--- src/rtl/debug_control_unit.sv ---
// Debug sequencer between the UART link and the MIPS core: loads the program
// one byte at a time, runs the core continuously or step by step, and reports PC and cycle count.
module debug_control_unit #(
  parameter int LEN       = 32,
  parameter int ADDR_BITS = 10
) (
  input  logic                 clk,
  input  logic                 reset,
  input  logic [7:0]           rx_data,
  input  logic                 rx_done,
  input  logic                 tx_done,
  output logic [7:0]           tx_data,
  output logic                 tx_start,
  output logic                 imem_we,
  output logic [ADDR_BITS-1:0] imem_addr,
  output logic [LEN-1:0]       imem_data,
  output logic                 mips_enable,
  output logic                 mips_reset,
  input  logic [LEN-1:0]       pc_in,
  input  logic                 halt_in,
  output logic [2:0]           state_out
);

  typedef enum logic [2:0] {
    IDLE      = 3'd0,
    PROG      = 3'd1,
    WAIT_MODE = 3'd2,
    RUN       = 3'd3,
    STEP_WAIT = 3'd4,
    STEP_EXEC = 3'd5,
    SEND      = 3'd6,
    DONE      = 3'd7
  } state_t;

  localparam logic [7:0] CMD_START  = 8'h01;
  localparam logic [7:0] CMD_CONT   = 8'h02;
  localparam logic [7:0] CMD_STEPM  = 8'h03;
  localparam logic [7:0] CMD_REPROG = 8'h05;
  localparam logic [7:0] CMD_STEP   = 8'h06;
  localparam logic [5:0] OP_HALT    = 6'b111111;
  localparam logic [ADDR_BITS-1:0] ADDR_MAX = {ADDR_BITS{1'b1}};

  state_t             state, next_state;
  logic [1:0]         byte_idx;
  logic [23:0]        word_buf;
  logic [LEN-1:0]     cycle_cnt;
  logic [2*LEN-1:0]   snap;
  logic [2:0]         tx_cnt;
  logic               ret_done;
  logic               last_word;
  logic               tx_ack;

  // The word being written ends loading if it is HALT or fills the last address.
  assign last_word = imem_we && ((imem_data[LEN-1:LEN-6] == OP_HALT) || (imem_addr == ADDR_MAX));
  assign tx_ack    = tx_start && tx_done;
  assign state_out = state;

  always_ff @(posedge clk) begin
    if (reset) state <= IDLE;
    else       state <= next_state;
  end

  always_comb begin
    next_state  = state;
    mips_enable = 1'b0;
    mips_reset  = 1'b0;
    case (state)
      IDLE: begin
        mips_reset = 1'b1;
        if (rx_done && rx_data == CMD_START) next_state = PROG;
      end
      PROG: begin
        mips_reset = 1'b1;
        if (last_word) next_state = WAIT_MODE;
      end
      WAIT_MODE: begin
        mips_reset = 1'b1;
        if (rx_done && rx_data == CMD_CONT)       next_state = RUN;
        else if (rx_done && rx_data == CMD_STEPM) next_state = STEP_WAIT;
      end
      RUN: begin
        mips_enable = 1'b1;
        if (halt_in) next_state = SEND;
      end
      STEP_WAIT: begin
        if (rx_done && rx_data == CMD_STEP) next_state = STEP_EXEC;
      end
      STEP_EXEC: begin
        mips_enable = 1'b1;
        next_state  = SEND;
      end
      SEND: begin
        if (tx_ack && tx_cnt == 3'd7) next_state = ret_done ? DONE : STEP_WAIT;
      end
      DONE: begin
        if (rx_done && rx_data == CMD_REPROG) next_state = PROG;
      end
      default: next_state = IDLE;
    endcase
  end

  always_ff @(posedge clk) begin
    if (reset) begin
      tx_start  <= 1'b0;
      tx_data   <= 8'd0;
      imem_we   <= 1'b0;
      imem_addr <= '0;
      imem_data <= '0;
      byte_idx  <= 2'd0;
      word_buf  <= 24'd0;
      cycle_cnt <= '0;
      snap      <= '0;
      tx_cnt    <= 3'd0;
      ret_done  <= 1'b0;
    end else begin
      imem_we <= 1'b0;

      if (next_state == PROG && state != PROG) begin
        imem_addr <= '0;
        byte_idx  <= 2'd0;
      end

      if (state == PROG) begin
        if (imem_we && imem_addr != ADDR_MAX) imem_addr <= imem_addr + ADDR_BITS'(1);
        // Bytes arriving while loading finishes are dropped with the state change.
        if (rx_done && next_state == PROG) begin
          if (byte_idx == 2'd3) begin
            imem_data <= {rx_data, word_buf};
            imem_we   <= 1'b1;
            byte_idx  <= 2'd0;
          end else begin
            word_buf[{byte_idx, 3'b000} +: 8] <= rx_data;
            byte_idx <= byte_idx + 2'd1;
          end
        end
      end

      if ((next_state == WAIT_MODE && state != WAIT_MODE) ||
          (state == DONE && next_state == PROG))
        cycle_cnt <= '0;
      else if (mips_enable)
        cycle_cnt <= cycle_cnt + LEN'(1);

      // SEND is only entered from an enabled cycle, so the snapshot includes its count.
      if (next_state == SEND && state != SEND) begin
        snap     <= {cycle_cnt + LEN'(1), pc_in};
        tx_data  <= pc_in[7:0];
        tx_start <= 1'b1;
        tx_cnt   <= 3'd0;
        ret_done <= halt_in;
      end else if (state == SEND) begin
        if (tx_ack) begin
          tx_start <= 1'b0;
          snap     <= snap >> 8;
          tx_cnt   <= tx_cnt + 3'd1;
        end else if (!tx_start) begin
          tx_start <= 1'b1;
          tx_data  <= snap[7:0];
        end
      end
    end
  end

endmodule

--- config.mk ---
export PLATFORM = sky130hd
export DESIGN_NAME = debug_control_unit
export DESIGN_NICKNAME = d
export VERILOG_FILES = /design/src/rtl/debug_control_unit.sv
export SDC_FILE = /design/constraint.sdc
export NUM_CORES = 1
export LEC_CHECK = 0
export ABC_AREA = 1
export CAP_MARGIN = 20
export CORE_MARGIN = 1.5
export CORE_UTILIZATION = 30
export CTS_BUF_LIST = sky130_fd_sc_hd__clkbuf_4 sky130_fd_sc_hd__clkbuf_8
export CTS_CLUSTER_SIZE = 10
export DETAILED_ROUTE_END_ITERATION = 8
export PLACE_DENSITY = 0.48
export SYNTH_ARGS = -nofsm -noshare
export SYNTH_HDL_FRONTEND = slang
export SYNTH_SLANG_ARGS = --single-unit
--- constraint.sdc ---
create_clock -name clk -period 5.2 [get_ports clk]
set_clock_uncertainty 0.15 [all_clocks]
set_input_delay 0.78 -clock clk [delete_from_list [all_inputs] [get_ports clk]]
set_output_delay 0.78 -clock clk [all_outputs]
set_load 0.05 [all_outputs]
==> flow_metrics.py, run 1 <==
metrics = {
    "floorplanning": {
        "fp.dieW_um": 178.4,
        "core-area_um2": 30430,
        "initial_core_util_pct": 30.33,
        "num_rows": 64,
        "die_h_um": 178.4,
        "die-area_um2": 31830,
        "ios": 102,
    },
    "critical_path": {
        "crit_arrival_ps": 4180,
        "worstSetupPathType": "in -> reg",
        "endpoint_kind": "register",
        "required_ps": 5470,
        "crit_path_start_kind": "input port",
        "cp_max_fo": 110,
    },
    "synth": {
        "synthFlopType": "dfxtp_1",
        "ys_seq_area_share_pct": 39.26,
        "synth_nets": 1487,
        "synth_seq_cells": 181,
        "synth_edf_count": 0,
        "syn_inst": 1433,
        "syn_area_um2": 9230,
        "synth-warning-count": 0,
        "async_flop_share_pct": 0,
        "syn_area_per_cell_um2": 6.441,
        "yosys.cell_types.count": 33,
    },
    "detailed_routing": {
        "wl_um": 26600,
        "first_pass_iters": 5,
        "drt-wirelength-per-cell_um": 13.99,
        "first_iter_violations": 630,
        "vias_per_cell": 4.663,
        "drc": 0,
        "ant_nets": 0,
        "num_vias": 8864,
    },
    "finish": {
        "layout-drive-gt1-share_pct": 4.319,
        "fin_util_pct": 35.91,
        "antenna_cells": 0,
        "area_delta_synth_final_pct": 18.38,
        "nets": 1546,
        "fin_cells": 1901,
    },
    "clocking": {
        "clk_path_buf_depth": 2,
        "cts_tree": "done",
        "cts-root-buf": "clkbuf_8",
        "clock_latency_ps": 480,
        "clk_pin_slew_ps": 100,
        "numCtsBuffers": 17,
        "postCtsSetupBuffers": 0,
        "postCtsHoldBufs": 0,
        "cts_resized": 0,
        "clock_sinks": 181,
        "cts_htree_levels": 4,
    },
    "pwr": {
        "cellPowerDensity_nw_per_um2": 233.5,
        "peakVddDrop_uv": 140.5,
        "p_leak_nw": 4.226,
    },
    "sta": {
        "timing_hold_violations_final": 0,
        "tightest_slew_ps": 1118,
        "max_freq_ghz": 0.2555,
        "rsz0062_at_grt": "false",
        "post-route-period-util_pct": 75.26,
        "slew_headroom_pct": 25.44,
        "drv_slew": 0,
        "fin_crit_ps": 3913,
        "holdWs_ps": 311.8,
        "fin_setup_tns_ps": 0,
        "final-setup-viol-count": 0,
    },
    "status": {
        "status": "complete, no violations",
    },
    "place": {
        "detailed_place_hpwl_um": 18330,
        "place_inst": 1869,
        "gp_congestion": 0.8816,
        "numPortBuffers": 101,
    },
    "global_route": {
        "antenna_found_initial": 0,
        "grt_first_pass_wirelength_um": 42750,
        "grt.met2_usage_pct": 28.54,
        "busiest_layer": "met2",
        "grt_pass1_vias": 8235,
        "grt.overflow.total": 0,
        "grt_use_met1_pct": 22.47,
        "grt_max_degree": 111,
        "track_usage_pct": 16.98,
        "grtUsageMet3_pct": 2.856,
    },
    "hold_path": {
        "min_path_type": "reg -> reg",
    },
    "run": {
        "drv_cap": 0,
    },
}
## sequential cells by signal, summed over array words and instances, names as in the netlist, 2 cells and up
register and cells:
snap 64, word_buf 24, imem_data 32, state_out 3, cycle_cnt 32, imem_addr 10
byte_idx 2, tx_cnt 3, tx_data 8
## cells in the mapped netlist, types with 3 or more instances
cell type	n	area share (%)
a211oi_1	5	0.41
a21oi_1	69	3.7
buf_1	11	0.45
buf_2	16	0.87
buf_4	7	0.57
clkbuf_1	39	1.6
dfxtp_1	181	39
ha_1	9	1.2
inv_1	149	6.1
inv_2	6	0.24
mux2i_1	6	0.65
nand2_1	313	13
nand3_1	179	9.7
nand4_1	29	2.0
nor2_1	307	12
nor2_2	3	0.20
nor2_4	3	0.37
nor3_1	19	1.0
nor3_2	3	0.33
nor4_1	6	0.41
o21ai_0	29	1.6
xnor2_1	9	0.85
xor2_1	25	2.4
## routing by layer
metal,vias up,wire length (um)
li1,4635,-
met1,4055,12980
met2,153,12570
met3,21,767
met4,0,281
met5,-,0
## cells in the final DEF (no fill, tap or decap), types with 5 or more instances in the layout
cell type        synthesis  routed
a211oi_1                 5       5
a21oi_1                 69      69
buf_4                    7      12
clkbuf_8                 0      17
clkdlybuf4s50_1          0     100
dfxtp_1                181     181
ha_1                     9       9
inv_1                  149     148
inv_2                    6       7
inv_6                    0       5
mux2i_1                  6       6
nand2_1                313     313
nand3_1                179     179
nand4_1                 29      29
nor2_1                 307     307
nor3_1                  19      19
nor4_1                   6       6
o21ai_0                 29      29
xnor2_1                  9       9
xor2_1                  25      25
## final timing paths
path / end / from / slack, ps / cells past startpoint
hold reg to reg: ret_done / ret_done / 310 / 2
setup / recovery: snap[1] / rx_data[2] / 1290 / 13
hold / removal: ret_done / ret_done / 310 / 2
setup reg to reg: snap[1] / state_out[0] / 1550 / 13
## kinds of logic after synthesis
group	Yosys count	synth area share, %
XOR/XNOR	34	3.226
AND/OR/NAND/NOR	868	39.92
AO/OA/AOI/OAI	106	5.910
buffers and inverters	229	9.814
multiplexers	6	0.6507
adder cells (fa/ha/maj)	9	1.220
flip-flops	181	39.26
## cell type report
class | instances | area (um2)
fill | 3414 | 19500
multi-input combinational | 1023 | 4701
sequential | 181 | 3623
timing repair buffer | 113 | 1096
inverter | 156 | 585.6
tap | 396 | 495.5
clock buffer | 17 | 234.0
clock inverter | 15 | 191.4
## worst max-delay path, stage by stage
cell             delay (ps)
clkdlybuf4s50_1         600
nand3_1                 110
nor2_1                  180
nand2_1                 120
o21ai_1                 170
nand3_1                  80
buf_4                   230
nand4_1                 120
buf_4                   800
nand2_1                 400
inv_1                   330
nor2_1                   90
nor2_1                   80
## metrics by stage
step	total power [mW]	setup WS, ps	instance area [um2]
2_1_floorplan	1.456	2292	9230
3_3_place_gp	1.508	882.7	10500
3_5_place_dp	1.508	840.1	10500
4_1_cts	2.596	1364	10930
5_1_grt	2.665	971.9	10930
6_report	2.551	1287	10930
## power breakdown
| group | leakage (nW) | switching, mW | internal, mW |
|---|---|---|---|
| logic | 2.55 | 0.0497 | 0.0398 |
| registers | 1.46 | 0.0000931 | 1.39 |
| clock network | 0.221 | 0.585 | 0.491 |
No activity file was read; power rests on OpenSTA's default activity.
==> run 2, diff against run 1 <==
clock period = 3.7 ns   (was 5.2 ns; I/O delays follow)
==> flow_metrics.py, run 2 (synthesis results as in run 1) <==
metrics = {
    "finish": {
        "antenna_cells": 0,
        "layout-drive-gt1-share_pct": 5.204,
        "nets": 1559,
        "reg.largest.list": "snap (64), cycle_cnt (32), imem_data (32)",
        "area_delta_synth_final_pct": 19.57,
        "layout_commonest_cell": "nand2_1",
        "max_flop_register": "snap",
        "largest_reg_flops": 64,
        "layout_common_cells": "nand2_1, nor2_1, dfxtp_1, nand3_1, inv_1",
    },
    "sta": {
        "drv_slew": 0,
        "slew_headroom_pct": 39.11,
        "post-route-period-util_pct": 83.31,
        "rsz0062_at_grt": "false",
        "final-setup-viol-count": 0,
        "fin_setup_tns_ps": 0,
        "max_freq_ghz": 0.3244,
        "holdWs_ps": 315.8,
        "tightest_slew_ps": 911.3,
        "fin_crit_ps": 3083,
        "timing_hold_violations_final": 0,
    },
    "detailed_routing": {
        "dr_wl_met2_um": 12470,
        "wl_um": 26830,
        "drt-wirelength-per-cell_um": 14.02,
        "first_pass_iters": 5,
        "num_vias": 8897,
        "vias_per_cell": 4.648,
        "drc": 0,
        "met1_length_um": 13230,
        "first_iter_violations": 519,
        "top_layer": "met4",
        "met3_length_um": 821,
        "ant_nets": 0,
    },
    "floorplanning": {
        "fp.dieW_um": 178.4,
        "die_h_um": 178.4,
        "die-area_um2": 31830,
        "core-area_um2": 30430,
        "num_rows": 64,
        "initial_core_util_pct": 30.33,
        "ios": 102,
    },
    "critical_path": {
        "crit_path_start_kind": "input port",
        "path_cells": "clkdlybuf4s50_1 -> nand2_1 -> nor3_1 -> nand3_1 -> nand3_1 -> buf_4 -> nand4_1 -> buf_4 -> nand2_1 -> inv_1 -> nor2_1 -> nor2_1",
        "cp_max_fo": 20,
        "slowest_delay_ps": 620,
        "required_ps": 3930,
        "crit_arrival_ps": 3320,
        "r2r_slack_ps": 810,
        "worstSetupPathType": "in -> reg",
        "slowest_stage": "clkdlybuf4s50_1",
        "endpoint_kind": "register",
    },
    "global_route": {
        "grt_first_pass_wirelength_um": 42860,
        "grt.overflow.total": 0,
        "grt_max_degree": 65,
        "track_usage_pct": 17.05,
        "grt_pass1_vias": 8191,
        "antenna_found_initial": 0,
    },
    "place": {
        "detailed_place_hpwl_um": 18590,
        "gp_congestion": 0.8890,
        "numPortBuffers": 101,
    },
    "clocking": {
        "clk_pin_slew_ps": 100,
        "clk_path_buf_depth": 2,
        "cts-root-buf": "clkbuf_8",
        "clock_latency_ps": 490,
        "cts_htree_levels": 4,
        "numCtsBuffers": 17,
        "clock_sinks": 181,
        "postCtsSetupBuffers": 0,
        "cts_tree": "done",
        "cts_resized": 0,
        "postCtsHoldBufs": 0,
    },
    "status": {
        "status": "complete, no violations",
    },
    "pwr": {
        "p_leak_nw": 4.284,
        "peakVddDrop_uv": 196.4,
        "cellPowerDensity_nw_per_um2": 320.3,
    },
    "run": {
        "drv_cap": 0,
    },
    "hold_path": {
        "min_path_type": "reg -> reg",
    },
}
-- run 2: cell types whose count changed in the layout (fill, tap and decap cells not counted), moves of 2 or more --
cell / change
clkbuf_8: +3
clkinvlp_4: +3
clkinv_2: -2
buf_4: +12
inv_8: -3
buf_12: +2
-- run 2: cell type report --
class,count,area [um2]
multi-input cells,1023,4701
clock inverters,12,140.1
inverters,156,585.6
well taps,396,495.5
fillers,3353,19390
clock buffers,20,275.3
flip-flops and latches,181,3623
repair buffers,126,1216
-- run 2: path summary, 6_finish.rpt --
path	endpoint	cells after the start	from
max reg2reg	snap[5]	11	state_out[0]
min	ret_done	2	ret_done
min reg2reg	ret_done	2	ret_done
max	snap[5]	12	rx_done
-- run 2: metrics by stage --
stage          total power [mW]  std cells  setup WS, ps  utilization [%]  instance area [um2]
2_1_floorplan             2.047       1433          1017                -                 9230
3_3_place_gp              2.124       1882         82.79            34.91                10620
4_1_cts                   3.590       1914         617.5            36.27                11040
5_1_grt                   3.673       1914         408.5            36.27                11040
6_report                  3.535       1914         617.4            36.27                11040
3_5_place_dp              2.123       1882         166.5            34.91                10620
-- run 2: where the power goes --
group	switching [mW]	leakage [nW]	total, mW	internal (mW)
Clock	0.795	0.203	1.46	0.664
Combinational	0.0717	2.62	0.130	0.0580
Sequential	0.000128	1.46	1.95	1.95
Total	0.866	4.28	3.54	2.67
-- run 2: critical path, delay by kind of cell --
kind          cells  cell delay, ps
buf+inv           4            1410
simple gates      8            1350
-- run 2: routing by layer --
metal  vias to the layer above  GRT usage, %
met5                         -             0
met4                         0         4.514
met3                        22         2.877
met2                       137         28.05
met1                      4081         22.94
li1                       4657             -
==> run 3, diff against run 2 <==
clock period = 3 ns   (was 3.7 ns; I/O delays follow)
==> flow_metrics.py, run 3 (synthesis results as in run 1) <==
metrics = {
    "status": {
        "status": "complete, no violations",
    },
    "floorplanning": {
        "die-area_um2": 31830,
        "die_h_um": 178.4,
        "core-area_um2": 30430,
        "fp.dieW_um": 178.4,
        "initial_core_util_pct": 30.33,
        "ios": 102,
        "num_rows": 64,
    },
    "detailed_routing": {
        "num_vias": 8929,
        "drt-wirelength-per-cell_um": 13.70,
        "first_pass_iters": 5,
        "vias_per_cell": 4.607,
        "first_iter_violations": 549,
        "ant_nets": 0,
        "wl_um": 26550,
        "drc": 0,
    },
    "sta": {
        "fin_crit_ps": 2775,
        "holdWs_ps": 267.8,
        "tightest_slew_ps": 664.6,
        "setup_ws_ps": 224.6,
        "rsz0062_at_grt": "false",
        "slew_headroom_pct": 55.69,
        "timing_hold_violations_final": 0,
        "fin_setup_tns_ps": 0,
        "drv_slew": 0,
        "final-setup-viol-count": 0,
        "max_freq_ghz": 0.3603,
        "post-route-period-util_pct": 92.51,
    },
    "clocking": {
        "clk_path_buf_depth": 2,
        "clock_sinks": 181,
        "clock_latency_ps": 480,
        "clk_pin_slew_ps": 100,
        "cts_htree_levels": 4,
        "cts_tree": "done",
        "numCtsBuffers": 17,
        "cts-root-buf": "clkbuf_8",
        "postCtsHoldBufs": 0,
    },
    "place": {
        "gp_congestion": 0.8681,
        "place_ws_ps": -74.64,
        "detailed_place_hpwl_um": 18770,
        "placed_area_um2": 10940,
        "numPortBuffers": 101,
    },
    "global_route": {
        "grt_first_pass_wirelength_um": 43730,
        "grt.overflow.total": 0,
        "antenna_found_initial": 0,
        "grt_max_degree": 58,
        "track_usage_pct": 17.20,
        "grt_pass1_vias": 8567,
    },
    "finish": {
        "stdcell_area_um2": 11370,
        "largest_reg_flops": 64,
        "layout-drive-gt1-share_pct": 6.809,
        "nets": 1583,
        "layout_commonest_cell": "nand2_1",
        "area_delta_synth_final_pct": 23.17,
        "reg.largest.list": "snap (64), cycle_cnt (32), imem_data (32)",
        "layout_common_cells": "nand2_1, nor2_1, dfxtp_1, nand3_1, inv_1",
        "max_flop_register": "snap",
        "antenna_cells": 0,
    },
    "critical_path": {
        "cp_max_fo": 7,
        "crit_path_start_kind": "register",
        "r2r_cells": 12,
        "crit_arrival_ps": 2180,
        "cp-endpoint": "mips_reset",
        "r2r_slack_ps": 360,
        "r2r_end": "snap[56]",
        "worstReg2RegStart": "cycle_cnt[0]",
        "required_ps": 2400,
        "endpoint_kind": "output pin",
        "cp-startpoint": "state_out[0]",
        "worstSetupPathType": "reg -> out",
    },
    "pwr": {
        "cellPowerDensity_nw_per_um2": 388.8,
        "peakVddDrop_uv": 274.2,
        "p_leak_nw": 4.452,
        "p_total_mw": 4.420,
    },
    "run": {
        "drv_cap": 0,
    },
    "hold_path": {
        "min_path_type": "in -> reg",
    },
}
[run 3: power by group]
group | total (mW) | switching (mW) | internal [mW]
clock network | 1.84 | 0.976 | 0.868
logic | 0.175 | 0.0917 | 0.0834
registers | 2.40 | 0.000167 | 2.40
[run 3: layout make-up]
cell class	instances	area (um2)
Fill cell	3357	19060
Multi-Input combinational cell	1023	4706
Sequential cell	181	3623
Timing Repair Buffer	150	1534
Inverter	156	585.6
Tap cell	396	495.5
Clock buffer	19	255.2
Clock inverter	13	168.9
[run 3: through the flow]
stage,util (%),cells
floorplan,-,1433
global placement,35.95,1906
detailed placement,35.95,1906
CTS,37.34,1938
global route,37.36,1938
finish,37.36,1938
[run 3: per-layer routing]
layer  vias to the layer above  global-route usage [%]  wire length [um]
li1                       4714                       -                 -
met4                         0                   4.826               403
met5                         -                       0                 0
met3                        21                   2.920               923
met2                       146                   28.25             12340
met1                      4048                   23.10             12870
[run 3: worst min path at each step]
| stage | startpoint | endpoint | slack [ps] | cells after the start |
|---|---|---|---|---|
| finish | reset | snap[11] | 270 | 4 |
| global route | reset | snap[11] | 260 | 4 |
| CTS | reset | snap[11] | 240 | 4 |
| detailed placement | ret_done | ret_done | 300 | 2 |
| floorplan | ret_done | ret_done | 280 | 2 |
| global placement | tx_cnt[2] | tx_cnt[2] | 300 | 2 |
[run 3: critical path, cell delays in order, from the launching register on]
cell	delay (ps)
dfxtp_1	570
nand2_1	180
inv_1	170
nor2_1	60
clkdlybuf4s50_1	710
[run 3: repair_timing]
action                     4_1_cts  5_1_grt
resized for setup                0        2
setup buffers                    0        0
setup endpoints to repair        0       11
